## src/rtl/adc_period_detector.sv

```systemverilog
// adc_period_detector
//   Issues the periodic sample request to the XADC aux-channel-6 stage and
//   measures the period of the returned waveform. The 12-bit code goes through
//   a hysteresis comparator. The bench counts samples between rising crossings,
//   and averages 2^AVG_LOG2 periods into period_out.
//
//   Optional build macro: PERIOD_GLITCH_REJECT_EN
//     When defined, a rising crossing less than MIN_PERIOD samples after the
//     previous accepted one is not treated as a period boundary.
//
// Ports:
//   clk           in   system clock
//   rst           in   synchronous active-high reset
//   adc_ena       out  one-cycle sample request, every SAMPLE_DIV clocks
//   sample_valid  in   one-cycle strobe marking a new sample
//   sample_in     in   16-bit ADC word, code in bits [15:4]
//   period_out    out  averaged period in samples (holds between updates)
//   period_valid  out  one-cycle pulse when period_out updates
//   signal_lost   out  high while no valid periodic signal is present
module adc_period_detector #(
  parameter int SAMPLE_DIV = 2000,
  parameter int MID        = 2048,
  parameter int HYST       = 64,
  parameter int PERIOD_W   = 16,
  parameter int AVG_LOG2   = 2,
  parameter int TIMEOUT    = 4000,
  parameter int MIN_PERIOD = 20
) (
  input  logic                clk,
  input  logic                rst,
  output logic                adc_ena,
  input  logic                sample_valid,
  input  logic [15:0]         sample_in,
  output logic [PERIOD_W-1:0] period_out,
  output logic                period_valid,
  output logic                signal_lost
);

  localparam int DIV_W  = (SAMPLE_DIV > 1) ? $clog2(SAMPLE_DIV) : 1;
  localparam int ACC_W  = PERIOD_W + AVG_LOG2;
  localparam int NPER_W = AVG_LOG2 + 1;

  localparam logic [DIV_W-1:0]    DIV_LAST  = DIV_W'(SAMPLE_DIV - 1);
  localparam logic [12:0]         HI_TH     = 13'(MID + HYST);
  localparam logic [12:0]         LO_TH     = 13'(MID - HYST);
  localparam logic [NPER_W-1:0]   NPER_FULL = NPER_W'(1 << AVG_LOG2);
  localparam logic [PERIOD_W-1:0] TIMEOUT_C = PERIOD_W'(TIMEOUT);

`ifdef PERIOD_GLITCH_REJECT_EN
  localparam logic [PERIOD_W-1:0] MIN_C = PERIOD_W'(MIN_PERIOD);
`else
  // cnt is always >= 1 in MEASURE, so a threshold of 1 accepts every edge.
  localparam logic [PERIOD_W-1:0] MIN_C = PERIOD_W'(1 + 0 * MIN_PERIOD);
`endif

  typedef enum logic [0:0] {S_IDLE = 1'b0, S_MEASURE = 1'b1} state_t;

  state_t               state_r, state_nxt_s;
  logic [DIV_W-1:0]     div_r, div_nxt_s;
  logic                 adc_ena_r;
  logic                 cmp_r, cmp_nxt_s;
  logic [PERIOD_W-1:0]  cnt_r, cnt_nxt_s, cnt_inc_s;
  logic [ACC_W-1:0]     acc_r, acc_nxt_s, acc_sum_s;
  logic [NPER_W-1:0]    nper_r, nper_nxt_s, nper_inc_s;
  logic [PERIOD_W-1:0]  period_out_r, period_out_nxt_s;
  logic                 period_valid_r, period_valid_nxt_s;
  logic                 signal_lost_r, signal_lost_nxt_s;
  logic [12:0]          code_s;
  logic                 re_s, accept_s;
  logic                 unused_low_s;

  assign code_s       = {1'b0, sample_in[15:4]};
  assign unused_low_s = ^sample_in[3:0];

  assign div_nxt_s  = (div_r == DIV_LAST) ? {DIV_W{1'b0}} : div_r + DIV_W'(1);
  assign cnt_inc_s  = cnt_r + PERIOD_W'(1);
  assign acc_sum_s  = acc_r + ACC_W'(cnt_r);
  assign nper_inc_s = nper_r + NPER_W'(1);
  assign accept_s   = (cnt_r >= MIN_C);

  // Free-running divider; adc_ena is registered so it is high while div == SAMPLE_DIV-1.
  always_ff @(posedge clk) begin
    if (rst) begin
      div_r     <= {DIV_W{1'b0}};
      adc_ena_r <= 1'b0;
    end else begin
      div_r     <= div_nxt_s;
      adc_ena_r <= (div_nxt_s == DIV_LAST);
    end
  end

  assign adc_ena = adc_ena_r;

  // Hysteresis comparator next state and rising-edge detect.
  always_comb begin
    cmp_nxt_s = cmp_r;
    if (!sample_valid) begin
      cmp_nxt_s = cmp_r;
    end else if (!cmp_r) begin
      cmp_nxt_s = (code_s >= HI_TH);
    end else begin
      cmp_nxt_s = !(code_s <= LO_TH);
    end
  end

  assign re_s = sample_valid && !cmp_r && cmp_nxt_s;

  // Next-state and datapath for period measurement and averaging.
  always_comb begin
    state_nxt_s        = state_r;
    cnt_nxt_s          = cnt_r;
    acc_nxt_s          = acc_r;
    nper_nxt_s         = nper_r;
    period_out_nxt_s   = period_out_r;
    period_valid_nxt_s = 1'b0;
    signal_lost_nxt_s  = signal_lost_r;
    if (sample_valid) begin
      case (state_r)
        S_IDLE: begin
          if (re_s) begin
            cnt_nxt_s   = PERIOD_W'(1);
            state_nxt_s = S_MEASURE;
          end else begin
            state_nxt_s = S_IDLE;
          end
        end
        S_MEASURE: begin
          if (re_s && accept_s) begin
            cnt_nxt_s = PERIOD_W'(1);
            if (nper_inc_s == NPER_FULL) begin
              // Last period of the group: publish the truncated mean.
              period_out_nxt_s   = PERIOD_W'(acc_sum_s >> AVG_LOG2);
              period_valid_nxt_s = 1'b1;
              signal_lost_nxt_s  = 1'b0;
              acc_nxt_s          = {ACC_W{1'b0}};
              nper_nxt_s         = {NPER_W{1'b0}};
            end else begin
              acc_nxt_s  = acc_sum_s;
              nper_nxt_s = nper_inc_s;
            end
          end else if (cnt_inc_s == TIMEOUT_C) begin
            // No crossing for TIMEOUT samples: drop the partial average.
            state_nxt_s       = S_IDLE;
            cnt_nxt_s         = {PERIOD_W{1'b0}};
            acc_nxt_s         = {ACC_W{1'b0}};
            nper_nxt_s        = {NPER_W{1'b0}};
            signal_lost_nxt_s = 1'b1;
          end else begin
            cnt_nxt_s = cnt_inc_s;
          end
        end
        default: begin
          state_nxt_s = S_IDLE;
          cnt_nxt_s   = {PERIOD_W{1'b0}};
          acc_nxt_s   = {ACC_W{1'b0}};
          nper_nxt_s  = {NPER_W{1'b0}};
        end
      endcase
    end else begin
      state_nxt_s = state_r;
    end
  end

  // State, comparator and datapath registers.
  always_ff @(posedge clk) begin
    if (rst) begin
      state_r        <= S_IDLE;
      cmp_r          <= 1'b0;
      cnt_r          <= {PERIOD_W{1'b0}};
      acc_r          <= {ACC_W{1'b0}};
      nper_r         <= {NPER_W{1'b0}};
      period_out_r   <= {PERIOD_W{1'b0}};
      period_valid_r <= 1'b0;
      signal_lost_r  <= 1'b1;
    end else begin
      state_r        <= state_nxt_s;
      cmp_r          <= cmp_nxt_s;
      cnt_r          <= cnt_nxt_s;
      acc_r          <= acc_nxt_s;
      nper_r         <= nper_nxt_s;
      period_out_r   <= period_out_nxt_s;
      period_valid_r <= period_valid_nxt_s;
      signal_lost_r  <= signal_lost_nxt_s;
    end
  end

  assign period_out   = period_out_r;
  assign period_valid = period_valid_r;
  assign signal_lost  = signal_lost_r;

endmodule

```

## config.mk

```make
export PLATFORM = sky130hd
export DESIGN_NAME = adc_period_detector
export DESIGN_NICKNAME = d
export VERILOG_FILES = /design/src/rtl/adc_period_detector.sv
export SDC_FILE = /design/constraint.sdc
export NUM_CORES = 1
export LEC_CHECK = 0
export CAP_MARGIN = 0
export CORE_MARGIN = 1
export CORE_UTILIZATION = 50
export DETAILED_ROUTE_END_ITERATION = 7
export PLACE_DENSITY = 0.71
export SLEW_MARGIN = 25
export SYNTH_ARGS = -nofsm -noshare
export SYNTH_HDL_FRONTEND = slang
export SYNTH_SLANG_ARGS = --single-unit
```

## constraint.sdc

```tcl
create_clock -name clk -period 3.2 [get_ports clk]
set_input_delay 0.64 -clock clk [delete_from_list [all_inputs] [get_ports clk]]
set_output_delay 0.64 -clock clk [all_outputs]
set_load 0.01 [all_outputs]
```

==> results.ini, run 1 <==
[yosys]
synth_top_area_cell = dfxtp_1
synth_top_area_share_pct = 34.07
ys_types = 64
ys.flop_type = dfxtp_1
synth_nets = 533
synth_edf_count = 0
synth.most_common_cell = dfxtp_1
ys_seq_area_share_pct = 34.07
synthTopCellsByCount = dfxtp_1, nand2_1, nor2_1
syn_inst = 490
yosysWarnings = 0
synth-seq-cells = 69
synth_area_per_cell_um2 = 8.273
async_flop_share_pct = 0
synthTopCellsByArea = dfxtp_1, ha_1, nand2_1, nor2_1, a21oi_1
syn_area_mm2 = 0.004054

[detailed_routing]
routed_wl_um = 9144
drt-initial-drc-count = 218
drtAntennaViolNets = 0
vias_per_cell = 5.827
firstDrtPassIters = 4
drc = 0
via_count = 3677
wl_per_cell_um = 14.49

[worst_hold_path]
worstHoldPathType = reg2reg
holdPathStages = 2
hp-start = period_out[6]$_SDFFE_PP0P_
hold_path_end = period_out[6]$_SDFFE_PP0P_

[sta]
slew_viol_final = 0
max_freq_ghz = 0.3427
period_share_pct = 91.18
relSlewSlack_pct = 46.30
worst_slew_pin_slew_ps = 805.5
skew_ps = 9.776
setup_tns_ps = 0
rsz0062_at_grt = no
hold_violations = 0
min_period_ps = 2918
finalSetupViolations = 0
whs_ps = 453.7

[finish]
drive_above_1_share_pct = 7.940
final_cells = 631
fillerInstances = 694
num_antenna_cells = 0
final_core_util_pct = 60.65
syn2layout_area_growth_pct = 16.20
final_nets = 567

[critical_path]
worstPathCellList = ha_1 > a21boi_0 > a31oi_1 > o21ai_0 > and4_1 > a211o_1 > buf_4 > a2bb2oi_1 > nor2_1
crit_fanout = 12
critPathKind = reg2reg
cp_num_buf_inv = 1
r2r_cells = 9
rr_endpoint = cnt_r[14]$_SDFFE_PP0P_
path_delay_family = compound AO/OA/AOI/OAI gates
r2r-start = cnt_r[1]$_SDFFE_PP0P_
slowest_delay_ps = 590
critPathCaptureType = register
required_ps = 3400
crit_arrival_ps = 3120
worst_path_max_delay_cell = dfxtp_1
cp-start-kind = register
rrSetupSlack_ps = 280

[grt]
antenna_found_initial = 0
grt_pass1_wl_um = 15860
grt_pass1_vias = 3477
grt_overflow = 0
grt_max_degree = 41
gr-usage-all-layers_pct = 23.39

[floorplan]
die_x_um = 92.05
dieArea_mm2 = 0.008472
core_area_mm2 = 0.007767
pin_count = 38
initial_core_util_pct = 52.19
num_rows = 32
die_height_um = 92.05

[clocking]
cts.reportedPaths.clkPinSlew_ps = 70
tritoncts = yes
clock-sinks = 69
htreeDepth = 3
cts_root_buffer = clkbuf_8
ctsHoldBuffers = 0
clk_latency_ps = 350
cts_buffers = 9
cts_resized = 0
cts_setup_buffers = 0
clockBufferDepth = 2

[job]
drv_cap = 0

[placed_design]
dp.cells = 614
port_buffers = 33
place.gp.congestion = 0.8824
dp_hpwl_um = 6723

[power_and_ir_drop]
seqPwrFrac_pct = 51.4
p_switching_uw = 405.8
power_mw = 1.696
pwr_density_cell_mw_per_mm2 = 360.0
p_leak_nw = 1.890
combPwrFrac_pct = 5.6
power_frac_clock_pct = 43.0
irDropWorstVdd_mv = 0.2589
netSwitchingFraction_pct = 23.93
intPower_mw = 1.290

[status]
outcome = complete, no violations

==> sequential cells by signal (all words and copies together) (netlist names) <==
signal	flops
state_r	1
acc_r	18
adc_ena	1
cmp_r	1
period_out	16
cnt_r	16
period_valid	1
nper_r	3
signal_lost	1
div_r	11
==> stage by stage <==
step	cell area [um2]	setup WS [ps]
after CTS	4691	263.8
after floorplan	4054	657.7
after detailed placement	4489	289.6
final	4711	282.3
after global routing	4711	31.55
after global placement	4489	311.3
==> worst max path at each step <==
stage / start / endpoint / slack (ps) / cells past startpoint
after global placement: cnt_r[1]$_SDFFE_PP0P_ / acc_r[9]$_SDFFE_PP0P_ / 310 / 8
after global routing: cnt_r[1]$_SDFFE_PP0P_ / cnt_r[9]$_SDFFE_PP0P_ / 30 / 10
final: cnt_r[1]$_SDFFE_PP0P_ / cnt_r[14]$_SDFFE_PP0P_ / 280 / 9
after floorplan: cnt_r[0]$_SDFFE_PP0P_ / period_out[14]$_SDFFE_PP0P_ / 660 / 9
after CTS: cnt_r[1]$_SDFFE_PP0P_ / acc_r[2]$_SDFFE_PP0P_ / 260 / 8
after detailed placement: cnt_r[1]$_SDFFE_PP0P_ / acc_r[2]$_SDFFE_PP0P_ / 290 / 8
==> tightest hold or removal path, delay by kind of cell, from the launching register on <==
| kind | cells | cell delay (ps) |
|---|---|---|
| flops | 1 | 310 |
| compound gates | 1 | 50 |
| simple gates | 1 | 50 |
==> cell families after synthesis <==
| logic type | Yosys count | share of synthesized area [%] |
|---|---|---|
| and+or+nand+nor | 198 | 25.31 |
| AOI/OAI and AO/OA | 133 | 22.99 |
| DFF | 69 | 34.07 |
| buffers and inverters | 39 | 4.136 |
| xor gates and xnor gates | 25 | 5.401 |
| adders and majority gates | 24 | 7.593 |
| muxes | 2 | 0.4938 |
==> power groups by stage <==
| stage | combinational, mW | clock, mW | sequential (mW) |
|---|---|---|---|
| global route | 0.105 | 0.782 | 0.874 |
| global placement | 0.0890 | 0 | 0.893 |
| finish | 0.0942 | 0.729 | 0.872 |
| detailed placement | 0.0907 | 0 | 0.893 |
| CTS | 0.0908 | 0.742 | 0.873 |
| floorplan | 0.0531 | 0 | 0.891 |
==> final cells by class <==
class	count	area, um2	share of cell area [%]
multi-input combinational	382	2505	53.17
sequential	69	1381	29.32
timing repair buffer	46	435.4	9.243
clock buffer	11	141.4	3.001
tap	102	127.6	2.709
clock inverter	5	60.06	1.275
inverter	16	60.06	1.275
==> cells in the final DEF (no fill, tap or decap), types with 11 or more instances in the layout <==
master            n
nand3_1          14
xnor2_1          11
a21oi_1          32
nor3_1           11
ha_1             23
nor2_1           51
nand2_1          54
dfxtp_1          69
clkdlybuf4s50_1  32
inv_1            16
buf_4            12
a21o_1           11
o21ai_0          17
xor2_1           14
a22o_1           16
==> layer usage <==
| metal | part of all wire (%) | vias to the layer above | track usage (%) |
|---|---|---|---|
| met5 | 0 | - | 0 |
| met4 | 1.8 | 0 | 10.55 |
| met3 | 4.7 | 12 | 4.892 |
| met2 | 49 | 75 | 40.11 |
| met1 | 45 | 1724 | 27.92 |
| li1 | - | 1866 | - |
Power figures use the tool's default switching activity.
==> inputs of run 2 (changes only) <==
RECOVER_POWER = 25   (was default)
clock period = 2.9 ns   (was 3.2 ns; I/O delays follow)
==> results.ini, run 2 (same netlist as run 1, synthesis figures left out) <==
[power_and_ir_drop]
netSwitchingFraction_pct = 22.99  ; -0.94 points
p_switching_uw = 441.5  ; +8.8%
power_frac_clock_pct = 44.4  ; +1.4 points
combPwrFrac_pct = 5.5  ; about the same
irDropWorstVdd_mv = 0.3533  ; +36%
p_leak_nw = 1.973  ; +4.4%
seqPwrFrac_pct = 50.0  ; -1.4 points
intPower_mw = 1.479  ; +15%
pwr_density_cell_mw_per_mm2 = 398.3  ; +11%

[floorplan]
die_x_um = 92.05  ; unchanged
num_rows = 32  ; unchanged
initial_core_util_pct = 52.19  ; unchanged
pin_count = 38  ; unchanged
core_area_mm2 = 0.007767  ; unchanged
die_height_um = 92.05  ; unchanged
dieArea_mm2 = 0.008472  ; unchanged

[sta]
hold_violations = 0  ; unchanged
finalSetupViolations = 0  ; unchanged
slew_viol_final = 0  ; unchanged
relSlewSlack_pct = 40.85  ; -5.5 points
setup_tns_ps = 0  ; unchanged
skew_ps = 8.029  ; -1.747 ps
period_share_pct = 93.83  ; +2.7 points
setup_ws_ps = 178.9  ; -103.4 ps
min_period_ps = 2721  ; -196.6 ps
max_freq_ghz = 0.3675  ; +7.2%
worst_slew_pin_slew_ps = 887.2  ; +81.75 ps
rsz0062_at_grt = no

[detailed_routing]
drc = 0  ; unchanged
vias_per_cell = 5.884  ; +0.97%
drt-initial-drc-count = 224  ; +2.8%
via_count = 3754  ; +2.1%
routed_wl_um = 9442  ; +3.3%
firstDrtPassIters = 5  ; +1
wl_per_cell_um = 14.80  ; +2.1%
drtAntennaViolNets = 0  ; unchanged

[placed_design]
place_ws_ps = 94.31  ; -195.2 ps
port_buffers = 33  ; unchanged
dp_hpwl_um = 6911  ; +2.8%
place.gp.congestion = 0.9088  ; +3.0%
dp.cells = 622  ; +1.3%

[clocking]
ctsHoldBuffers = 0  ; unchanged
clk_latency_ps = 350  ; about the same
clock-sinks = 69  ; unchanged
clockBufferDepth = 2  ; unchanged
cts_buffers = 9  ; unchanged
cts_root_buffer = clkbuf_8
tritoncts = yes
htreeDepth = 3  ; unchanged
cts.reportedPaths.clkPinSlew_ps = 80  ; about the same

[job]
drv_cap = 0  ; unchanged

[finish]
final_nets = 575  ; +1.4%
regMostFlops = acc_r
final_cells = 638  ; +1.1%
drive_above_1_share_pct = 9.888  ; +1.9 points
final_cell_mix = dfxtp_1, nand2_1, nor2_1, a21oi_1, ha_1
syn2layout_area_growth_pct = 18.95
final_common_cell = dfxtp_1
largest_reg_flops = 18  ; unchanged
num_antenna_cells = 0  ; unchanged
final_core_util_pct = 62.08  ; +1.4 points

[critical_path]
critPathCaptureType = register
cp-start-kind = register
crit_fanout = 4  ; -8
crit_arrival_ps = 2960  ; -160 ps
critPathKind = reg2reg
required_ps = 3140  ; -260 ps

[status]
outcome = complete, no violations

[grt]
antenna_found_initial = 0  ; unchanged
grt_max_degree = 45  ; +9.8%
grt_overflow = 0  ; unchanged
grt_pass1_wl_um = 15840  ; -0.18%
grt_pass1_vias = 3502  ; +0.72%
gr-usage-all-layers_pct = 23.30  ; -0.091 points

[worst_hold_path]
worstHoldPathType = reg2reg

[run 2: cell types whose count changed in the layout (fill, tap and decap cells not counted), sizes merged]
cell,change
clkinvlp,+1
bufinv,+1
clkdlybuf4s50,-11
clkinv,-1
dlygate4sd3,+11
buf,+8
clkbuf,-2
[run 2: power by group through the flow]
| stage | Clock (mW) | Combinational (mW) | Sequential (mW) |
|---|---|---|---|
| CTS | 0.872 | 0.102 | 0.960 |
| global route | 0.921 | 0.115 | 0.961 |
| floorplan | 0 | 0.0586 | 0.983 |
| finish | 0.854 | 0.106 | 0.961 |
| global placement | 0 | 0.100 | 0.982 |
| detailed placement | 0 | 0.102 | 0.983 |
[run 2: final timing paths]
path | from | end | slack (ps) | cells after the start
max | cnt_r[0]$_SDFFE_PP0P_ | period_out[14]$_SDFFE_PP0P_ | 180 | 9
min | period_out[2]$_SDFFE_PP0P_ | period_out[2]$_SDFFE_PP0P_ | 450 | 2
max reg2reg | cnt_r[0]$_SDFFE_PP0P_ | period_out[14]$_SDFFE_PP0P_ | 180 | 9
min reg2reg | period_out[2]$_SDFFE_PP0P_ | period_out[2]$_SDFFE_PP0P_ | 450 | 2
[run 2: critical path: stages (launching register included)]
cell and delay [ps]:
dfxtp_1 320, ha_1 240, fa_1 430, a211oi_1 330, nor2_1 110, o31ai_1 290, a21oi_1 220, a31oi_2 300
nor4_1 70, a211o_1 290
[run 2: timing repair]
| item | 4_1_cts | 5_1_grt |
|---|---|---|
| resized for setup | 0 | 4 |
| setup buffers | 0 | 1 |
| endpoints found under the setup margin | 0 | 22 |
[run 2: area by class of cell]
type / count / area, um2
clock inverters: 6 / 88.84
repair buffers: 54 / 520.5
flip-flops and latches: 69 / 1384
clock buffers: 9 / 123.9
fillers: 699 / 2945
inverters: 16 / 60.06
multi-input cells: 382 / 2517
well taps: 102 / 127.6
[run 2: metrics by stage]
step	hold WS (ps)	cell area, um2	total power, mW
after detailed placement	448.7	4574	1.085
final	454.8	4822	1.921
after global placement	440.1	4574	1.082
after floorplan	429.1	4054	1.042
after global routing	481.8	4822	1.998
after CTS	460.9	4787	1.935
[run 2: metal layers]
metal / track usage (%) / wire (um) / vias up
met3: 5.473 / 510 / 16
li1: - / - / 1875
met2: 38.68 / 4432 / 108
met5: 0 / 0 / -
met4: 9.375 / 195 / 0
met1: 28.92 / 4303 / 1755
